==> config.mk <==
export PLATFORM = sky130hd
export DESIGN_NAME = io_input_debounce_reg
export DESIGN_NICKNAME = d
export VERILOG_FILES = /design/src/rtl/io_input_debounce_reg.sv
export SDC_FILE = /design/constraint.sdc
export NUM_CORES = 1
export LEC_CHECK = 0
export ABC_AREA = 1
export CAP_MARGIN = 20
export CORE_MARGIN = 5
export CORE_UTILIZATION = 50
export CTS_CLUSTER_DIAMETER = 80
export CTS_CLUSTER_SIZE = 14
export DETAILED_ROUTE_END_ITERATION = 10
export PLACE_DENSITY = 0.78
export RECOVER_POWER = 25
export SYNTH_ARGS = -nofsm -noshare
export SYNTH_HDL_FRONTEND = slang
export SYNTH_SLANG_ARGS = --single-unit
==> constraint.sdc <==
create_clock -name io_clk -period 3.9 [get_ports io_clk]
set_input_delay 0.975 -clock io_clk [delete_from_list [all_inputs] [get_ports io_clk]]
set_output_delay 0.975 -clock io_clk [all_outputs]
set_load 0.01 [all_outputs]
==> src/rtl/io_input_debounce_reg.sv <==
// io_input_debounce_reg
// Read-side IO peripheral: synchronizes and debounces slide switches and
// push keys, latches key presses into sticky clear-on-read flags, counts
// presses (saturating), and returns a 32-bit word selected by addr[7:2].
//
// Read map (addr[7:2]):
//   0x80  debounced switches
//   0x84  debounced keys (pressed = 1)
//   0x88  press event flags, cleared by a read strobe
//   0x8C  press counter, cleared by a read strobe
//
// Optional build macro IO_IRQ_EN adds the irq output: a registered OR of
// the event flags.

module io_input_debounce_reg #(
    parameter int SW_W           = 8,
    parameter int KEY_W          = 4,
    parameter int DEB_TICK       = 50000,
    parameter int KEY_ACTIVE_LOW = 1
) (
    input  logic             io_clk,
    input  logic             clrn,
    input  logic [31:0]      addr,
    input  logic             read_io_enable,
    input  logic [SW_W-1:0]  sw_in,
    input  logic [KEY_W-1:0] key_in,
    output logic [31:0]      dataout
`ifdef IO_IRQ_EN
    ,
    output logic             irq
`endif
);

    localparam int             TW        = $clog2(DEB_TICK);
    localparam logic [TW-1:0]  TICK_LAST = TW'(DEB_TICK - 1);
    localparam logic [5:0]     RD_SW     = 6'b100000;
    localparam logic [5:0]     RD_KEY    = 6'b100001;
    localparam logic [5:0]     RD_EVT    = 6'b100010;
    localparam logic [5:0]     RD_CNT    = 6'b100011;

    logic [SW_W-1:0]  sw_meta, sw_sync, sw_smp, deb_sw;
    logic [KEY_W-1:0] key_meta, key_sync, key_smp, deb_key;
    logic [KEY_W-1:0] key_pol, key_agree, deb_key_nxt, press, evt;
    logic [SW_W-1:0]  sw_agree;
    logic [TW-1:0]    tick_cnt;
    logic             tick;
    logic             evt_clr, cnt_clr;
    logic [7:0]       press_cnt, cnt_base, cnt_nxt;
    logic [8:0]       press_n;
    logic [9:0]       cnt_sum;
    logic             unused_addr;

    // Only addr[7:2] takes part in the decode.
    assign unused_addr = ^{addr[31:8], addr[1:0]};

    // Polarity is applied after the synchronizer so the flops see raw levels.
    assign key_pol = (KEY_ACTIVE_LOW != 0) ? ~key_sync : key_sync;
    assign tick    = (tick_cnt == TICK_LAST);

    // Two-flop synchronizers for every raw input bit.
    always_ff @(posedge io_clk or negedge clrn) begin
        if (!clrn) begin
            sw_meta  <= '0;
            sw_sync  <= '0;
            key_meta <= '0;
            key_sync <= '0;
        end else begin
            sw_meta  <= sw_in;
            sw_sync  <= sw_meta;
            key_meta <= key_in;
            key_sync <= key_meta;
        end
    end

    // Sample-interval counter, 0..DEB_TICK-1, wrapping on tick.
    always_ff @(posedge io_clk or negedge clrn) begin
        if (!clrn) begin
            tick_cnt <= '0;
        end else if (tick) begin
            tick_cnt <= '0;
        end else begin
            tick_cnt <= tick_cnt + TW'(1);
        end
    end

    // A bit is accepted only when the new sample matches the previous one.
    assign sw_agree    = ~(sw_sync ^ sw_smp);
    assign key_agree   = ~(key_pol ^ key_smp);
    assign deb_key_nxt = tick ? ((key_agree & key_pol) | (~key_agree & deb_key)) : deb_key;
    assign press       = deb_key_nxt & ~deb_key;

    // Sample registers and debounced values, updated on tick only.
    always_ff @(posedge io_clk or negedge clrn) begin
        if (!clrn) begin
            sw_smp  <= '0;
            key_smp <= '0;
            deb_sw  <= '0;
            deb_key <= '0;
        end else begin
            if (tick) begin
                sw_smp  <= sw_sync;
                key_smp <= key_pol;
                deb_sw  <= (sw_agree & sw_sync) | (~sw_agree & deb_sw);
            end
            deb_key <= deb_key_nxt;
        end
    end

    assign evt_clr = read_io_enable && (addr[7:2] == RD_EVT);
    assign cnt_clr = read_io_enable && (addr[7:2] == RD_CNT);

    // Number of keys whose debounced value rises this cycle, and the
    // saturating counter update (a clear still keeps this cycle's presses).
    always_comb begin
        press_n = '0;
        for (int i = 0; i < KEY_W; i++) begin
            press_n = press_n + 9'(press[i]);
        end
        cnt_base = cnt_clr ? 8'd0 : press_cnt;
        cnt_sum  = {2'b00, cnt_base} + {1'b0, press_n};
        cnt_nxt  = (cnt_sum > 10'd255) ? 8'hFF : cnt_sum[7:0];
    end

    // Sticky event flags and press counter; a new press beats the clear.
    always_ff @(posedge io_clk or negedge clrn) begin
        if (!clrn) begin
            evt       <= '0;
            press_cnt <= '0;
        end else begin
            evt       <= (evt_clr ? '0 : evt) | press;
            press_cnt <= cnt_nxt;
        end
    end

    // Read mux; the CPU sees the pre-clear value during a clearing read.
    always_comb begin
        dataout = 32'h0;
        case (addr[7:2])
            RD_SW:   dataout = 32'(deb_sw);
            RD_KEY:  dataout = 32'(deb_key);
            RD_EVT:  dataout = 32'(evt);
            RD_CNT:  dataout = 32'(press_cnt);
            default: dataout = 32'h0;
        endcase
    end

`ifdef IO_IRQ_EN
    // Interrupt follows the flags one cycle late.
    always_ff @(posedge io_clk or negedge clrn) begin
        if (!clrn) begin
            irq <= 1'b0;
        end else begin
            irq <= |evt;
        end
    end
`endif

endmodule

==> results.txt <==
Outcome: finished, violations left
Failing checks: max-capacitance violations, max-slew violations
Post-Syn Area per Cell: 9.071 um2
Drt pass-1 iters: 5
Critical-path maximum fanout: 4
Via density: 4.926
Post-Route WL: 6590 um
FF+latch area: 1902 um2
Max-Cap Viols: 1
Tmin final: 3771 ps
WP data required: 2920 ps
Final Hold Fails: 0
Starting DRC count in detailed routing: 176
M3 GR Usage: 2.629%
Arr. time, crit path: 2800 ps
Area used by multi-input combinational logic: 1324 um2
Syn. warnings: 0
# diodes: 0
Die width: 94.76 um
# DRC: 0
Placed insts: 521
CTS tree: built
ANT nets after route: 0
Global-route wire length before repair: 11,390 um
Mapped Cells: 396
Vias: 2,655
Leak pwr: 2.091 nW
Die height: 94.76 um
GRT Total Usage: 16.16%
Setup violations, final: 0
Largest net degree at the start of global routing: 40
Cell Area, Synth: 3592 um2
CTS sink cnt: 76
Initial core utilization: 50.33%
Number of distinct library cells after synthesis: 36
RSZ-0062 raised after global routing: false
Clk buf depth: 2
CP Capture Type: primary output
CP Class: primary input to primary output
Most frequent cells in the layout: 76 x dfrtp_1, 57 x inv_1, 57 x nand2_1
Startpoint Class: primary input
Clock skew: 8.024 ps
Clk Latency, worst-skew pair: 350 ps
Detailed Place HPWL: 4763 um
Met2 Usage GRT: 26.42%
IO buf count: 28
CORE AREA: 7137 um2
Total negative slack: 0 ps
Number of synthesized register bits: 76
Max-slew headroom: -37.96%
Ratio of cells with drive above 1 in the final layout: 11.14%
Maximum vdd ir drop: 0.3304 mV
Root Buffer: clkbuf_8
Area grow syn2layout: 14.98%
H-tree depth: 3
Fillers: 609
Share of the core filled with cells: 57.87%
Die area: 8979 um2
HP Class: register to register
Vias in the first global route: 2,577
Ports: 79
Final non-filler cell total: 539
Power density cells: 370.3 nW/um2
Routed len/inst: 12.23 um
Grt total ovfl: 0
Sequential share of the synthesized area: 52.94%
Peak Freq: 265.2 MHz
Clock Pin Slew Worst Setup and Hold Paths: 90 ps
Row cnt: 31
Initial antenna violation count: 0
Final Max Slew Viols: 38
Fin crit share: 96.70%
Slew @ Worst Pin: 2069 ps
Routability congestion estimate: 0.8129
Met1 Usage GRT: 21.17%
Top Usage Layer GRT: met2
Hold buffer count at CTS: 0
# nets final: 487
Number of CTS-inserted buffers: 9
Commonest non-fill, non-tap cell in the layout: dfrtp_1
## layer usage
| layer | share of wire [%] | vias to the layer above |
|---|---|---|
| li1 | - | 1293 |
| met1 | 45 | 1275 |
| met2 | 47 | 75 |
| met3 | 5.2 | 12 |
| met4 | 1.9 | 0 |
| met5 | 0 | - |
## worst paths after layout
check                          endpoint  cells past startpoint         from  slack (ps)
max                          dataout[2]                      7      addr[2]         130
min                         key_sync[0]                      0  key_meta[0]         350
max reg2reg                press_cnt[6]                     17  tick_cnt[0]         470
min reg2reg                 key_sync[0]                      0  key_meta[0]         350
max in group asynchronous     async pin                      1         clrn        1500
min in group asynchronous    sw_meta[7]                      1         clrn        1220
## synthesized netlist by cell type, drive strengths merged
library cell | n | area [um2]
nor2 | 54 | 235.2
ha | 2 | 25.02
clkinv | 1 | 5.000
fa | 3 | 60.06
nand3b | 4 | 33.78
o211a | 1 | 10.01
a21oi | 4 | 20.02
o21bai | 1 | 7.510
xor2 | 5 | 43.79
o22ai | 2 | 12.51
clkbuf | 2 | 7.510
o2111ai | 2 | 17.52
dfrtp | 76 | 1902
nand3 | 18 | 95.09
nor3 | 3 | 15.01
nand4 | 12 | 90.09
o21ai | 44 | 220.2
conb | 1 | 3.750
nand2 | 65 | 269.0
nor4 | 3 | 40.04
buf | 29 | 224.0
o21a | 4 | 30.03
inv | 60 | 225.2
## area by class of cell
| type | count | share of cell area [%] |
|---|---|---|
| inverter | 61 | 5.574 |
| timing repair buffer | 36 | 8.391 |
| sequential | 76 | 46.05 |
| tap | 99 | 2.999 |
| clock buffer | 9 | 2.999 |
| multi-input combinational | 251 | 32.05 |
| clock inverter | 7 | 1.939 |
## what timing repair did
action,4_1_cts,5_1_grt
setup endpoints to repair,0,8
gates resized for setup,0,4
setup buffers,0,2
## kinds of logic after synthesis
kind of cell    synth area share, %
compound gates                8.847
xor+xnor                      1.219
fa+ha+maj                     2.368
buf+inv                       12.85
flops                         52.94
other cells                  0.1044
simple gates                  21.66
## critical path, stage by stage
cell and delay [ps]:
clkdlybuf4s50_1 560, inv_1 100, nor4_2 280, buf_4 170
nand2_1 50, o2111ai_1 80, clkdlybuf4s50_1 570
## power breakdown
| part | internal, W | total (W) | switching (W) |
|---|---|---|---|
| registers | 0.000811 | 0.000824 | 0.0000128 |
| clock network | 0.000305 | 0.000621 | 0.000317 |
| logic | 0.0000317 | 0.0000840 | 0.0000523 |
| total | 0.00115 | 0.00153 | 0.000382 |
## per-stage QoR
step / hold slack, ps / power [W] / instance area [um2] / setup slack (ps)
floorplan: 331.2 / 0.0008901 / 3679 / 928.4
CTS: 349.9 / 0.001535 / 4108 / 1.013
global placement: 332.6 / 0.0009202 / 3904 / 23.76
detailed placement: 334.7 / 0.0009230 / 3904 / 12.46
global route: 361.3 / 0.001584 / 4130 / 0.5382
finish: 348.7 / 0.001529 / 4130 / 128.8
No activity file was read; power rests on OpenSTA's default activity.
